$ cat src/rtl/datapath_sequencer.sv
// Multi-cycle control sequencer for the lab datapath: accepts one instruction over
// valid/ready, then steps the datapath through read, execute and write-back cycles.
module datapath_sequencer (
   input  logic        clk,
   input  logic        resetn,
   input  logic [15:0] instr,
   input  logic        instr_valid,
   output logic        instr_ready,
   output logic [2:0]  readnum,
   output logic        loada,
   output logic        loadb,
   output logic [1:0]  shift,
   output logic        asel,
   output logic        bsel,
   output logic [1:0]  ALUop,
   output logic        loadc,
   output logic        loads,
   output logic [2:0]  writenum,
   output logic        vsel,
   output logic        write,
   output logic [15:0] datapath_in,
   output logic        done,
   output logic        err
);

   typedef enum logic [2:0] {
      S_IDLE,
      S_GET_A,
      S_GET_B,
      S_EXEC,
      S_WB_REG,
      S_WB_IMM,
      S_BAD
   } state_t;

   state_t      r_state;
   state_t      w_nextState;
   logic [15:0] r_instr;
   logic        w_accept;
   logic [2:0]  w_opc;
   logic [1:0]  w_op;
   logic [2:0]  w_rn;
   logic [2:0]  w_rd;
   logic [1:0]  w_sh;
   logic [2:0]  w_rm;
   logic [7:0]  w_imm8;
   logic        w_isCmp;
   logic        w_isMovReg;

   assign w_accept   = instr_valid && (r_state == S_IDLE);
   assign w_opc      = r_instr[15:13];
   assign w_op       = r_instr[12:11];
   assign w_rn       = r_instr[10:8];
   assign w_rd       = r_instr[7:5];
   assign w_sh       = r_instr[4:3];
   assign w_rm       = r_instr[2:0];
   assign w_imm8     = r_instr[7:0];
   assign w_isCmp    = (w_opc == 3'b101) && (w_op == 2'b01);
   assign w_isMovReg = (w_opc == 3'b110);

   always_ff @(posedge clk) begin
      if (!resetn) begin
         r_state <= S_IDLE;
         r_instr <= 16'h0000;
      end else begin
         r_state <= w_nextState;
         if (w_accept)
            r_instr <= instr;
      end
   end

   // Dispatch decodes the incoming word directly; later states use the latched copy.
   always_comb begin
      w_nextState = r_state;
      case (r_state)
         S_IDLE: begin
            if (w_accept) begin
               case (instr[15:11])
                  5'b110_10:                     w_nextState = S_WB_IMM;
                  5'b110_00:                     w_nextState = S_GET_B;
                  5'b101_00, 5'b101_01, 5'b101_10: w_nextState = S_GET_A;
                  5'b101_11:                     w_nextState = S_GET_B;
                  default:                       w_nextState = S_BAD;
               endcase
            end
         end
         S_GET_A: w_nextState = S_GET_B;
         S_GET_B: w_nextState = S_EXEC;
         S_EXEC:  w_nextState = w_isCmp ? S_IDLE : S_WB_REG;
         default: w_nextState = S_IDLE;
      endcase
   end

   always_comb begin
      instr_ready = 1'b0;
      readnum     = 3'd0;
      loada       = 1'b0;
      loadb       = 1'b0;
      shift       = 2'b00;
      asel        = 1'b0;
      bsel        = 1'b0;
      ALUop       = 2'b00;
      loadc       = 1'b0;
      loads       = 1'b0;
      writenum    = 3'd0;
      vsel        = 1'b0;
      write       = 1'b0;
      datapath_in = 16'h0000;
      done        = 1'b0;
      err         = 1'b0;
      case (r_state)
         S_IDLE: instr_ready = 1'b1;
         S_GET_A: begin
            readnum = w_rn;
            loada   = 1'b1;
         end
         S_GET_B: begin
            readnum = w_rm;
            loadb   = 1'b1;
         end
         S_EXEC: begin
            shift = w_sh;
            if (w_isMovReg) begin
               asel  = 1'b1;
               ALUop = 2'b00;
               loadc = 1'b1;
            end else if (w_isCmp) begin
               ALUop = 2'b01;
               loads = 1'b1;
               done  = 1'b1;
            end else begin
               ALUop = w_op;
               loadc = 1'b1;
            end
         end
         S_WB_REG: begin
            writenum = w_rd;
            write    = 1'b1;
            done     = 1'b1;
         end
         S_WB_IMM: begin
            writenum    = w_rn;
            vsel        = 1'b1;
            write       = 1'b1;
            datapath_in = {{8{w_imm8[7]}}, w_imm8};
            done        = 1'b1;
         end
         S_BAD: begin
            err  = 1'b1;
            done = 1'b1;
         end
         default: ;
      endcase
   end

endmodule
$ cat config.mk
export PLATFORM = sky130hd
export DESIGN_NAME = datapath_sequencer
export DESIGN_NICKNAME = d
export VERILOG_FILES = /design/src/rtl/datapath_sequencer.sv
export SDC_FILE = /design/constraint.sdc
export NUM_CORES = 1
export LEC_CHECK = 0
export CAP_MARGIN = 20
export CORE_MARGIN = 1
export CORE_UTILIZATION = 40
export DETAILED_ROUTE_END_ITERATION = 16
export MAX_ROUTING_LAYER = met4
export PLACE_DENSITY = 0.8
export REMOVE_ABC_BUFFERS = 1
export SYNTH_ARGS = -nofsm -noshare
export SYNTH_HDL_FRONTEND = slang
export SYNTH_SLANG_ARGS = --single-unit
$ cat constraint.sdc
create_clock -name clk -period 1.55 [get_ports clk]
set_input_delay 0.155 -clock clk [delete_from_list [all_inputs] [get_ports clk]]
set_output_delay 0.155 -clock clk [all_outputs]
set_load 0.02 [all_outputs]
After elaboration in Yosys (flattened, before gate mapping)
Cells that the tools add are included.
{ "word_totals": {"ff_bits": 19, "input_bits": 19, "output_inout_bits": 37, "elab_cells": 51} }
{ "op_classes": {"n_eq_ne": 16, "muxes": 26, "n_reduce_logical": 7} }
{ "op_table": {"columns": ["operator", "n"], "rows": [
  ["== test 5 bit (second input constant)", 6],
  ["2-to-1 mux 16 bit", 1],
  ["== test 3 bit (second input constant)", 5],
  ["2-to-1 mux 1 bit", 14],
  ["case mux 3 bit (2 select lines)", 2],
  ["case mux 3 bit (4 select lines)", 1],
  ["case mux 3 bit (3 select lines)", 1],
  ["2-to-1 mux 2 bit", 4],
  ["== test 3 x 2 -> 1 bit (second input constant)", 2],
  ["2-to-1 mux 3 bit", 2],
  ["OR reduction 3 bit", 2],
  ["OR reduction 2 bit", 2],
  ["== test 3 x 1 -> 1 bit (second input constant)", 1],
  ["logical NOT 3 bit", 1],
  ["== test 2 x 1 -> 1 bit (second input constant)", 1],
  ["logical AND 1 bit", 2],
  ["!= test 2 bit (second input constant)", 1],
  ["case mux 1 bit (2 select lines)", 1]
]} }

Longest topological paths before layout
{ "depth": {"ltp_word": 5, "ltp_mapped": 5, "ltp_nobuf": 3} }

Worst setup path after synthesis
Ideal clock, no wire load.
{ "synth_path": {"path_kind": "reg-to-output", "startpoint": "reg r_state[1]", "endpoint": "out readnum[0]", "arrival_time_ps": 1617, "required_ps": 1395, "slack_ps": -222, "stages_incl_launch_ff": 4, "path_buffers": 1, "cell_sequence": "dfxtp_1 > buf_2 > nor3b_1 > a22o_1"} }
{ "synth_between": {"elab_chain_len": 2, "word_cells_on_any_way": 3, "cone_classes": "eq/ne: 2; mux: 1"} }
{ "synth_rtl": {"columns": ["item", "line_no", "source"], "rows": [
  ["start: declaration", "36", "state_t r_state;"],
  ["start signal: assignment", "66", "r_state <= w_nextState;"],
  ["== test 3 x 2 -> 1 bit / == test 3 x 1 -> 1 bit (equally long branches)", "111", "case (r_state)"],
  ["case mux 3 bit (2 select lines) *", "111", null],
  ["end: declaration", "9", "output logic [2:0] readnum,"]
]} }
Every way passes the cells marked *; elsewhere a longest branch is shown, timed or not.

Final worst setup path
{ "layout_path": {"startpoint": "reg r_state[0]", "endpoint": "out readnum[2]"} }
The elaborated chain is that of the path after synthesis.

==> results.yml <==
cells_and_area:
  final_util_pct: 66.3
  syn_to_final_growth_pct: 51.3
  drive_above_1_share_pct: 37.0
  fin_cells: 238
  stdcell_area_um2: 1700
  nets: 228
  antenna_cells: 0
clocking:
  cts_root_buf: "clkbuf_4"
  cts_tree: "done"
  cts.clk_slew.worst_paths_ns: 0.12
  cts_inserted_buffers: 3
  clk_path_buf_depth: 2
  h-tree-depth: 1
  clkSinkCount: 19
  insertion_delay_ns: 0.31
  ctsHoldBuffers: 0
logic_synthesis:
  synth_seq_cells: 19
  ys_warn_count: 0
  netlist_area_um2: 1120
  yosysUniqueCellTypes: 31
  yosysMostFrequentCell: "nand2_1"
  avgSynthCellArea_um2: 7.92
  async_flop_share_pct: 0
  synthTopCellsByArea: "dfxtp_1 34%, nand2_1 12%, a21boi_1 6.7%, and3_1 6.1%, buf_4 6.0%"
  postSynthCellCount: 142
  ys_seq_area_share_pct: 33.8
  synth_common_cells: "35 x nand2_1, 19 x dfxtp_1, 11 x and3_1"
  synthDominantCellAreaShare_pct: 33.8
  synth.largest_area_cell: "dfxtp_1"
  synth_edf_count: 0
  ys.flop_type: "dfxtp_1"
critical_path:
  r2r_end: "r_instr[12]"
  critPathKind: "reg -> out"
  worst_ep_required_time_ns: 1.39
  r2r_start: "r_state[0]"
  cp_data_arrival_time_ns: 1.36
  cp_slowest_cell: "dfxtp_4"
  regToRegSetupSlack_ns: 0.07
  cpPeakStageDelay_ns: 0.39
  critical_path.cell_chain: "nor3b_2 -> buf_4 -> a22o_1 -> buf_6"
  worstSetupEndpointType: "output port"
  r2r_cells: 5
  crit_path_start_kind: "register"
  crit_path_max_fanout: 9
detailed_routing:
  num_vias: 1205
  drt-total-wl_um: 3280
  drt_first_pass_iters: 4
  wl_per_cell_um: 13.8
  dr.first_iter.drc_count: 21
  drc_errors: 0
  antenna_left: 0
  routed_via_density: 5.06
run:
  drv_cap: 0
floorplan:
  die-height_um: 55.0
  core_area_um2: 2570
  ios: 56
  die-area_um2: 3030
  fp.dieW_um: 55.0
  rows: 18
  start_util_pct: 43.8
place:
  dp.cells: 234
  hpwl_um: 2520
  place.gp.congestion: 0.830
  place_area_um2: 1780
  portBuffers: 54
timing:
  hold_violations: 0
  rsz0062_at_grt: "true"
  drv_slew: 0
  slew_headroom_pct: 61.3
  setup_viol: 0
  fmax_mhz: 658
  fin_crit_ns: 1.52
  period_share_pct: 98.0
  fin_worst_skew_ns: 0.00306
  worst_slew_pin_slew_ns: 0.573
global_route:
  track_usage_pct: 24.4
  grt_pass1_vias: 1113
  grt_max_degree: 17
  overflow: 0
  grt_pass1_wl_um: 4990
  antenna_found_initial: 0
worst_hold_path:
  hold_end: "r_instr[7]"
  hp-start: "instr[7]"
  hold_path.class: "in -> reg"
  whs_path_depth: 3
power_and_ir_drop:
  internal_power_uw: 939
  switching_share_pct: 35.6
  vdd_drop_max_v: 0.000637
  power_switching_uw: 520
  p_per_area_nw_per_um2: 857
  p_leak_uw: 0.000845
  p_comb_share_pct: 39.7
  power_frac_clock_pct: 18.1
  p_seq_share_pct: 42.2
status:
  outcome: "finished, final reports clean"
==> sequential cells by signal (all words and copies together), names as in the netlist <==
register  cells
r_instr      16
r_state       3
==> how the worst max path moves through the flow <==
stage | startpoint | to | slack (ns)
2_1_floorplan | r_state[2] | datapath_in[10] | -0.85
3_3_place_gp | r_state[2] | done | -0.16
3_5_place_dp | r_state[2] | datapath_in[8] | -0.20
4_1_cts | r_state[0] | readnum[2] | -0.08
5_1_grt | r_state[0] | readnum[0] | -0.01
6_report | r_state[0] | readnum[2] | 0.03
==> layout make-up <==
type | count | area [um2]
inverters | 5 | 18.8
repair buffers | 79 | 583
clock inverters | 1 | 5.00
flip-flops and latches | 19 | 392
fillers | 235 | 866
multi-input cells | 101 | 643
clock buffers | 3 | 22.5
well taps | 30 | 37.5
==> cells by family after synthesis <==
group                  Yosys count  share of synthesized area, %
AOI/OAI and AO/OA               27                          18.5
buffers and inverters           22                          11.6
muxes                            3                          2.67
other                            1                         0.333
DFF                             19                          33.8
and+or+nand+nor                 70                          33.1
==> power by group through the flow <==
stage	Combinational, uW	Sequential, uW	Clock [uW]
2_1_floorplan	252	621	0
3_3_place_gp	579	609	0
3_5_place_dp	590	614	0
4_1_cts	577	609	275
5_1_grt	632	625	294
6_report	579	615	264
==> cell usage in the layout (no fill, tap or decap), types with 3 or more instances in the layout <==
cell             count
a21boi_1            10
buf_2               25
clkdlybuf4s50_1     18
dfxtp_1             16
inv_1                4
nor2_1               5
dfxtp_4              3
clkbuf_4             3
nor3b_1              3
clkbuf_2             3
buf_6                4
buf_4               29
mux2i_1              3
and3_1              10
a22o_1               4
a21boi_0             6
nand3b_1             3
nand2_1             35
and2_1               3
==> layer usage <==
metal / GRT usage [%] / wire (um)
met5: - / 0
met4: 7.50 / 29
met3: 3.01 / 186
met2: 43.2 / 1650
met1: 28.5 / 1410
==> critical path: cells and delay by family (launching register included) <==
family / cells / cell delay, ns
flops: 1 / 0.39
buf+inv: 2 / 0.27
compound gates: 1 / 0.24
simple gates: 1 / 0.15
==> what timing repair did <==
item                                    in CTS  in global routing
endpoints found under the hold margin        0                  0
endpoints found under the setup margin      36                 21
pin swaps                                    1                  0
setup buffers                                0                  0
gates resized for setup                    146                 24
==> stage by stage <==
stage / power [uW] / setup slack, ns / hold slack, ns / TNS [ns]
floorplan: 873 / -0.846 / 0.261 / -9.25
global placement: 1190 / -0.163 / 0.453 / -3.28
detailed placement: 1200 / -0.197 / 0.467 / -4.16
CTS: 1460 / -0.0803 / 0.376 / -0.274
global route: 1550 / -0.0129 / 0.390 / -0.0338
finish: 1460 / 0.0306 / 0.383 / 0
No activity file was read; power rests on OpenSTA's default activity.
